### config.mk
export PLATFORM = sky130hd
export DESIGN_NAME = usrt_tx_fifo_flat
export DESIGN_NICKNAME = d
export VERILOG_FILES = /design/src/rtl/usrt_pkg.sv /design/src/rtl/usrt_tx_fifo_if.sv /design/src/rtl/usrt_tx_fifo.sv /design/src/flat_wrapper.sv
export SDC_FILE = /design/constraint.sdc
export NUM_CORES = 1
export LEC_CHECK = 0
export CAP_MARGIN = 20
export CELL_PAD_IN_SITES_DETAIL_PLACEMENT = 0
export CELL_PAD_IN_SITES_GLOBAL_PLACEMENT = 1
export CORE_ASPECT_RATIO = 0.7
export CORE_UTILIZATION = 43
export CTS_CLUSTER_DIAMETER = 150
export DETAILED_ROUTE_END_ITERATION = 8
export GPL_ROUTABILITY_DRIVEN = 0
export HOLD_SLACK_MARGIN = 0.05
export PLACE_DENSITY_LB_ADDON = 0.1
export REMOVE_ABC_BUFFERS = 1
export SYNTH_ARGS = -nofsm -noshare
export SYNTH_HDL_FRONTEND = slang
export SYNTH_SLANG_ARGS = --single-unit
### constraint.sdc
create_clock -name pClk -period 2.74 [get_ports pClk]
set_clock_uncertainty 0.2 [all_clocks]
set_input_delay 0.274 -clock pClk [delete_from_list [all_inputs] [get_ports pClk]]
set_output_delay 0.274 -clock pClk [all_outputs]
set_load 0.03 [all_outputs]
### src/rtl/usrt_pkg.sv
// Shared USRT package: byte width and default TX FIFO depth, used by the
// serializer, data register and TX FIFO.
package usrt_pkg;

    localparam int unsigned USRT_DATA_W            = 8;
    localparam int unsigned USRT_TX_FIFO_DEPTH_DEF = 8;

    typedef logic [USRT_DATA_W-1:0] usrt_byte_t;

endpackage

### src/rtl/usrt_tx_fifo_if.sv
// Push/pop and status bundle of the USRT TX FIFO.
// almost_full exists only when USRT_TX_FIFO_ALMOST_FULL_EN is defined.
interface usrt_tx_fifo_if
    import usrt_pkg::*;
#(
    parameter int unsigned DEPTH = USRT_TX_FIFO_DEPTH_DEF
) ();

    localparam int unsigned CNT_W = $clog2(DEPTH) + 1;

    logic             wr_en;
    usrt_byte_t       wr_data;
    logic             tx_ready;
    logic             tx_valid;
    usrt_byte_t       tx_data;
    logic             full;
    logic             empty;
    logic [CNT_W-1:0] count;
    logic             clr_ovf;
    logic             overflow;
`ifdef USRT_TX_FIFO_ALMOST_FULL_EN
    logic             almost_full;
`endif

    // APB write path and serializer side
    modport master (
        output wr_en, wr_data, tx_ready, clr_ovf,
`ifdef USRT_TX_FIFO_ALMOST_FULL_EN
        input  almost_full,
`endif
        input  tx_valid, tx_data, full, empty, count, overflow
    );

    // FIFO side
    modport slave (
        input  wr_en, wr_data, tx_ready, clr_ovf,
`ifdef USRT_TX_FIFO_ALMOST_FULL_EN
        output almost_full,
`endif
        output tx_valid, tx_data, full, empty, count, overflow
    );

endinterface

### src/rtl/usrt_tx_fifo.sv
// Show-ahead byte FIFO from the APB write path to the USRT serializer.
// Define USRT_TX_FIFO_ALMOST_FULL_EN to add the almost_full status output.
module usrt_tx_fifo
    import usrt_pkg::*;
#(
    parameter int unsigned DEPTH    = USRT_TX_FIFO_DEPTH_DEF
`ifdef USRT_TX_FIFO_ALMOST_FULL_EN
   ,parameter int unsigned AF_LEVEL = DEPTH - 2
`endif
) (
    input logic            pClk,
    input logic            uRst,
    usrt_tx_fifo_if.slave  fifo
);

    localparam int unsigned PTR_W = $clog2(DEPTH);
    localparam int unsigned CNT_W = PTR_W + 1;

    usrt_byte_t       mem [DEPTH];
    logic [PTR_W-1:0] wr_ptr;
    logic [PTR_W-1:0] rd_ptr;
    logic [CNT_W-1:0] count_q;
    logic             ovf_q;

    logic empty_c;
    logic full_c;
    logic pop_c;
    logic push_c;
    logic drop_c;

    // A pop in the same cycle frees a slot, so a full FIFO still accepts the push
    always_comb begin
        empty_c = (count_q == CNT_W'(0));
        full_c  = (count_q == CNT_W'(DEPTH));
        pop_c   = !empty_c && fifo.tx_ready;
        push_c  = fifo.wr_en && (!full_c || pop_c);
        drop_c  = fifo.wr_en && full_c && !pop_c;
    end

    // Pointers, occupancy and sticky overflow
    always_ff @(posedge pClk) begin
        if (uRst) begin
            wr_ptr  <= '0;
            rd_ptr  <= '0;
            count_q <= '0;
            ovf_q   <= 1'b0;
        end else begin
            if (push_c) wr_ptr <= wr_ptr + PTR_W'(1);
            if (pop_c)  rd_ptr <= rd_ptr + PTR_W'(1);
            if (push_c && !pop_c)      count_q <= count_q + CNT_W'(1);
            else if (pop_c && !push_c) count_q <= count_q - CNT_W'(1);
            if (drop_c)            ovf_q <= 1'b1;
            else if (fifo.clr_ovf) ovf_q <= 1'b0;
        end
    end

    // Storage is not reset; stale entries are never visible past rd_ptr/count
    always_ff @(posedge pClk) begin
        if (push_c && !uRst) mem[wr_ptr] <= fifo.wr_data;
    end

    assign fifo.tx_valid = !empty_c;
    assign fifo.tx_data  = empty_c ? USRT_DATA_W'(0) : mem[rd_ptr];
    assign fifo.full     = full_c;
    assign fifo.empty    = empty_c;
    assign fifo.count    = count_q;
    assign fifo.overflow = ovf_q;
`ifdef USRT_TX_FIFO_ALMOST_FULL_EN
    assign fifo.almost_full = (count_q >= CNT_W'(AF_LEVEL));
`endif

endmodule

### src/flat_wrapper.sv
// flat-port wrapper written by rule: the top's interface ports become plain ports
module usrt_tx_fifo_flat import usrt_pkg::*;
#(
    parameter int unsigned DEPTH    = USRT_TX_FIFO_DEPTH_DEF

)
  (pClk, uRst, fifo_wr_en, fifo_wr_data, fifo_tx_ready, fifo_clr_ovf, fifo_tx_valid, fifo_tx_data, fifo_full, fifo_empty, fifo_count, fifo_overflow);
  usrt_tx_fifo_if #(.DEPTH(DEPTH)) fifo_i ();
  input logic pClk;
  input logic uRst;
  input wire logic [$bits(fifo_i.wr_en)-1:0] fifo_wr_en;
  input wire logic [$bits(fifo_i.wr_data)-1:0] fifo_wr_data;
  input wire logic [$bits(fifo_i.tx_ready)-1:0] fifo_tx_ready;
  input wire logic [$bits(fifo_i.clr_ovf)-1:0] fifo_clr_ovf;
  output wire logic [$bits(fifo_i.tx_valid)-1:0] fifo_tx_valid;
  output wire logic [$bits(fifo_i.tx_data)-1:0] fifo_tx_data;
  output wire logic [$bits(fifo_i.full)-1:0] fifo_full;
  output wire logic [$bits(fifo_i.empty)-1:0] fifo_empty;
  output wire logic [$bits(fifo_i.count)-1:0] fifo_count;
  output wire logic [$bits(fifo_i.overflow)-1:0] fifo_overflow;
  assign fifo_i.wr_en = fifo_wr_en;
  assign fifo_i.wr_data = fifo_wr_data;
  assign fifo_i.tx_ready = fifo_tx_ready;
  assign fifo_i.clr_ovf = fifo_clr_ovf;
  assign fifo_tx_valid = fifo_i.tx_valid;
  assign fifo_tx_data = fifo_i.tx_data;
  assign fifo_full = fifo_i.full;
  assign fifo_empty = fifo_i.empty;
  assign fifo_count = fifo_i.count;
  assign fifo_overflow = fifo_i.overflow;
  usrt_tx_fifo #(.DEPTH(DEPTH)) u_core (.pClk(pClk), .uRst(uRst), .fifo(fifo_i));
endmodule
==> flow_metrics.tcl, run 1 <==
set metrics [dict create \
    cts-hold-fix-buffers 0 \
    layout-drive-gt1-share_pct 26.47 \
    cts_buffers 9 \
    whs_path_depth 2 \
    ir_drop_mv 0.5203 \
    cts_tree "built" \
    h-tree-depth 3 \
    swShare_pct 31.84 \
    num_io_pins 29 \
    r2r-start "u_core.fifo.count[2]$_SDFFE_PP0P_" \
    cp.arrival_ns 2.17 \
    placed_cell_area_mm2 0.003661 \
    p_leak_nw 1.334 \
    worstSetupPathType "flop to output port" \
    row_count 25 \
    remaining_drc_errors 0 \
    worst_slack_ns 0.1010 \
    drtIter0Drc 83 \
    synth_edf_count 64 \
    crit_family "buffers and inverters" \
    p_sw_mw 1.115 \
    core_area_mm2 0.006913 \
    fin_util_pct 56.22 \
    crit_path_start "u_core.fifo.count[3]$_SDFFE_PP0P_" \
    avgSynthCellArea_um2 17.28 \
    via_per_inst 5.130 \
    fin_hold_ws_ns 0.3016 \
    ys_warn_count 0 \
    finalHoldViolCount 0 \
    slowest_stage "or4_1" \
    synthCells 182 \
    vias 1703 \
    tightestPinTransition_ns 0.5895 \
    initial_utilization_pct 45.50 \
    hold_path.startpoint "u_core.rd_ptr[1]$_SDFFE_PP0N_" \
    yosysUniqueCellTypes 35 \
    worstPathRequired_ns 2.27 \
    met2_length_um 2986 \
    die_h_um 73.56 \
    path_buf_inv 3 \
    path_cells "or4_1 > buf_4 > clkinv_1 > nor2_1 > dlygate4sd2_1" \
    clock_sinks 78 \
    finalCritPeriodShare_pct 96.31 \
    hold_path_class "flop to flop" \
    nets 252 \
    overflow 0 \
    slew_viol_final 0 \
    num_antenna_cells 0 \
    p_clk_share_pct 24.2 \
    grt_max_degree 17 \
    drt-met1-wl_um 2686 \
    setup_viol_count_final 0 \
    pre_cts_slack_ns -0.08836 \
    fp.dieArea_mm2 0.007667 \
    clockRootBuffer "clkbuf_8" \
    clk_pin_slew_worst_paths_ns 0.07 \
    syn2layout_area_growth_pct 23.55 \
    async_reset_ff_share_pct 0 \
    rrSetupSlack_ns 0.10 \
    ys_seq_elements 78 \
    yosysSeqAreaShare_pct 70.01 \
    clock_latency_ns 0.34 \
    top_layer "met4" \
    stdcell_area_mm2 0.003886 \
    drv_cap 0 \
    grt_pass1_vias 1802 \
    r2r-end "u_core.fifo.count[3]$_SDFFE_PP0P_" \
    synthFlopType "edfxtp_1" \
    combPwrFrac_pct 35.9 \
    antenna_found_initial 0 \
    slew_headroom_pct 60.64 \
    max_freq_mhz 378.9 \
    firstDrtPassIters 4 \
    powerDensity_mw_per_mm2 900.7 \
    intPower_mw 2.386 \
    outcome "complete, no violations" \
    io_buffers 28 \
    dp_hpwl_um 4142 \
    worstSetupStartpointType "flop" \
    cpPeakStageDelay_ns 0.59 \
    grt.total_usage_pct 18.16 \
    worst-path-max-fanout 9 \
    wl_met3_um 340 \
    power.share.sequential_pct 40.0 \
    routed_wl_um 6067 \
    grt_pass1_wl_um 9701 \
    synth.cell_area_mm2 0.003146 \
    end_kind "output port" \
    ant_nets 0 \
    die_w_um 104.2 \
    period_needed_ns 2.639 \
    clk_path_buf_depth 2 \
    reg2regPathDepth 10 \
    wl_per_cell_um 18.27 \
]
[cell usage after synthesis, drive strengths merged (3+ instances only)]
master / number / area (um2)
nor2: 22 / 82.58
mux2i: 9 / 90.09
edfxtp: 64 / 1922
buf: 5 / 30.02
clkbuf: 4 / 15.01
nor3: 3 / 15.01
mux4: 16 / 360.4
inv: 4 / 15.01
ha: 5 / 62.56
a21oi: 4 / 20.02
nand2: 7 / 41.29
dfxtp: 14 / 280.3
xor2: 4 / 35.03
nand3: 3 / 15.01
[what timing repair did]
action,CTS,global route
pin swaps,1,1
gates resized for setup,13,2
endpoints found under the hold margin,0,0
endpoints found under the setup margin,10,1
buffers inserted,0,1
[logic make-up after synthesis]
kind of cell               Yosys count  synth area share [%]
muxes                               26                 14.68
and+or+nand+nor                     43                 6.882
xor gates and xnor gates             5                 1.392
adders and majority gates            6                 2.625
buffers and inverters               14                 2.028
AOI/OAI and AO/OA                   10                 2.387
DFF                                 78                 70.01
[layout make-up]
| cell class | instances | area (um2) |
|---|---|---|
| flip-flops and latches | 78 | 2203 |
| clock inverters | 4 | 46.29 |
| fillers | 534 | 3027 |
| inverters | 5 | 18.77 |
| repair buffers | 49 | 439.2 |
| well taps | 94 | 117.6 |
| multi-input cells | 90 | 905.9 |
| clock buffers | 12 | 155.1 |
[stage by stage]
step	total power [mW]	TNS, ns	cells
floorplan	2.206	-0.2710	173
CTS	3.537	0	331
finish	3.500	0	332
detailed placement	2.718	-0.08836	315
global route	3.692	-0.009359	332
global placement	2.675	0	315
[worst register-to-register path: stages, from the launching register on]
cell and delay [ns]:
dfxtp_1 0.33, or4b_4 0.56, o21ai_4 0.15, inv_2 0.05, ha_2 0.19, inv_2 0.09, ha_4 0.22, a21oi_4 0.15
a211oi_1 0.09, a31oi_1 0.16, mux2_2 0.35
[state kept, by name, summed over array words and instances, names as in the netlist, named ones only]
signal / count
u_core.mem: 64
u_core.fifo.count: 4
u_core.rd_ptr: 3
u_core.wr_ptr: 3
u_core.fifo.overflow: 1
[power groups by stage]
| stage | registers, mW | clock network [mW] | logic, mW |
|---|---|---|---|
| after floorplan | 1.53 | 0 | 0.677 |
| after CTS | 1.40 | 0.881 | 1.26 |
| final | 1.40 | 0.847 | 1.25 |
| after global routing | 1.41 | 0.929 | 1.36 |
| after detailed placement | 1.42 | 0 | 1.29 |
| after global placement | 1.42 | 0 | 1.26 |
[worst max path at each step]
stage                                                    to  slack (ns)  cells past startpoint
after floorplan           u_core.fifo.count[3]$_SDFFE_PP0P_       -0.27                      9
after global placement    u_core.fifo.count[3]$_SDFFE_PP0P_        0.03                     10
after detailed placement  u_core.fifo.count[3]$_SDFFE_PP0P_       -0.09                     10
after CTS                 u_core.fifo.count[3]$_SDFFE_PP0P_        0.04                     10
after global routing      u_core.fifo.count[3]$_SDFFE_PP0P_      -0.009                     10
final                                       fifo_tx_data[7]        0.10                      5
[per-layer routing]
layer	up-vias	global-route usage (%)
li1	803	-
met1	856	23.12
met2	38	30.15
met3	6	5.856
met4	0	5.714
met5	-	0
[placed cells by master (no fill, tap or decap), types with 2 or more instances in the layout]
cell type         n
clkbuf_8         11
inv_1             2
nor4_1            2
mux4_2           16
buf_4            20
nand2_1           5
dlygate4sd2_1     9
nand3_1           3
xor2_1            4
nor3_1            3
inv_2             2
mux2i_1           9
clkdlybuf4s50_1  19
ha_1              3
edfxtp_1         64
clkinv_1          2
nor2_1           22
dfxtp_1          13
nand2_4           2
a21oi_1           3
(Power assumes the default switching activity.)
==> run 2, diff against run 1 <==
Settings changed: CORE_ASPECT_RATIO 0.7 to 1.4.
==> run 2 against run 1 <==
Power increased by 6.1%. Highest routed layer unchanged. Global-route usage fell by 0.40 points. Critical path type is now flop to flop. Count of clock-buffer cells in the layout decreased by 2. Cell count grew 1.8%. Sequential cell count stayed put. Maximum frequency is 0.40% lower. Setup slack got worse by 0.010 ns. Utilization up 0.41 points.
==> flow_metrics.tcl, run 2 (synthesis gave the netlist of run 1 again) <==
set metrics [dict create \
    outcome "complete, no violations" \
    path_buf_inv 2 \
    drtIter0Drc 92 \
    pre_cts_slack_ns -0.05328 \
    slew_headroom_pct 61.29 \
    worstSetupPathType "flop to flop" \
    ant_nets 0 \
    cts_tree "built" \
    powerDensity_mw_per_mm2 933.6 \
    worst-path-max-fanout 3 \
    finalSetupTns_ns 0 \
    wl_per_cell_um 17.81 \
    path_cells "or4b_4 > o21ai_4 > inv_2 > ha_4 > inv_4 > ha_4 > a21oi_4 > a211oi_1 > a31oi_1 > mux2_2" \
    die_w_um 74.29 \
    overflow 0 \
    slew_viol_final 0 \
    placed_cell_area_mm2 0.003682 \
    reg2regPathDepth 10 \
    num_io_pins 29 \
    layout-drive-gt1-share_pct 29.22 \
    grt_pass1_wl_um 9411 \
    worstPathRequired_ns 2.79 \
    multi_input_area_um2 920.9 \
    num_antenna_cells 0 \
    setup_viol_count_final 0 \
    antenna_found_initial 0 \
    crit_family "compound AO/OA/AOI/OAI gates" \
    die_h_um 103.2 \
    largest_reg_flops 64 \
    rrSetupSlack_ns 0.09 \
    final_cell_mix "64 x edfxtp_1, 26 x buf_4, 22 x nor2_1" \
    critPathMostFrequentCell "ha_4" \
    r2r-end "u_core.fifo.count[3]$_SDFFE_PP0P_" \
    clock_latency_ns 0.35 \
    h-tree-depth 3 \
    core_area_mm2 0.007027 \
    slowest_stage "or4b_4" \
    vias 1739 \
    period_needed_ns 2.650 \
    drv_cap 0 \
    rsz0062_at_grt "yes" \
    fillers 573 \
    fp.dieArea_mm2 0.007666 \
    layout.area.seq_mm2 0.002203 \
    fin_hold_ws_ns 0.2948 \
    grt.total_usage_pct 17.76 \
    nets 257 \
    crit_path_start "u_core.fifo.count[2]$_SDFFE_PP0P_" \
    clk_path_buf_depth 2 \
    finalHoldViolCount 0 \
    cts_buffers 9 \
    stdcell_area_mm2 0.003979 \
    finalCritPeriodShare_pct 96.70 \
    hold_path_class "flop to flop" \
    dp_hpwl_um 4114 \
    worstSetupStartpointType "flop" \
    grt.busiest_layer "met2" \
    clock_sinks 78 \
    remaining_drc_errors 0 \
    r2r-start "u_core.fifo.count[2]$_SDFFE_PP0P_" \
    max_freq_mhz 377.4 \
    cts-hold-fix-buffers 0 \
    routed_wl_um 6019 \
    p_leak_nw 1.378 \
    grt_pass1_vias 1840 \
    met1_usage_pct 19.96 \
    gr-usage-met2_pct 30.70 \
    via_per_inst 5.145 \
    firstDrtPassIters 4 \
    cpPeakStageDelay_ns 0.56 \
    initial_utilization_pct 44.76 \
    largest_register "u_core.mem" \
    clk_pin_slew_worst_paths_ns 0.08 \
    tightestPinTransition_ns 0.5798 \
    worst_slack_ns 0.09050 \
    syn2layout_area_growth_pct 26.49 \
    end_kind "flop" \
    io_buffers 28 \
    cp.arrival_ns 2.70 \
    final_common_cell "edfxtp_1" \
    ir_drop_mv 0.6026 \
    cp.depth 10 \
    grt_max_degree 17 \
    clockRootBuffer "clkbuf_8" \
    globalRouteMet3Util_pct 4.845 \
    cp-endpoint "u_core.fifo.count[3]$_SDFFE_PP0P_" \
    row_count 36 \
]
## run 2: stage by stage
step                std cells  util (%)  total power [mW]
floorplan                 173         -             2.206
global placement          319     52.40             2.691
detailed placement        319     52.40             2.720
CTS                       335     55.89             3.700
global route              338     56.62             3.886
finish                    338     56.62             3.715
## run 2: cell type report
cell class	instances	share of cell area, %
timing repair buffer	54	11.95
inverter	5	0.5660
sequential	78	55.38
tap	95	2.987
multi-input combinational	90	23.14
clock inverter	6	2.767
clock buffer	10	3.208
## run 2: how the worst min path moves through the flow
stage          cells after the start                             to                           from  slack, ns
2_1_floorplan                      1  u_core.wr_ptr[1]$_SDFFE_PP0N_                           uRst       0.14
3_3_place_gp                       2  u_core.rd_ptr[1]$_SDFFE_PP0N_  u_core.rd_ptr[1]$_SDFFE_PP0N_       0.27
3_5_place_dp                       2                           flop  u_core.rd_ptr[1]$_SDFFE_PP0N_       0.29
4_1_cts                            2  u_core.rd_ptr[1]$_SDFFE_PP0N_  u_core.rd_ptr[1]$_SDFFE_PP0N_       0.30
5_1_grt                            2                           flop  u_core.rd_ptr[1]$_SDFFE_PP0N_       0.33
6_report                           2                           flop  u_core.rd_ptr[1]$_SDFFE_PP0N_       0.29
## run 2: tightest hold or removal path, stage by stage (launching register included)
cell	delay [ns]
dfxtp_1	0.32
nand2_1	0.05
a21oi_1	0.07
## run 2: where the power goes
part           total [mW]  leakage (nW)  switching [mW]  internal (mW)
clock network        1.01         0.114           0.409          0.604
registers            1.40         0.693          0.0449           1.35
logic                1.30         0.571           0.704          0.601
total                3.71          1.38            1.16           2.56
## run 2: layer usage
metal / wire, um / share of wire (%)
met2: 3224 / 54
met3: 227 / 3.8
met4: 133 / 2.2
met1: 2433 / 40
met5: 0 / 0
## run 2: repair_timing
action                                  in CTS  in global routing
endpoints found under the setup margin       9                  1
endpoints found under the hold margin        0                  0
pin swaps                                    0                  3
setup buffers                                0                  3
resized for setup                           11                  7
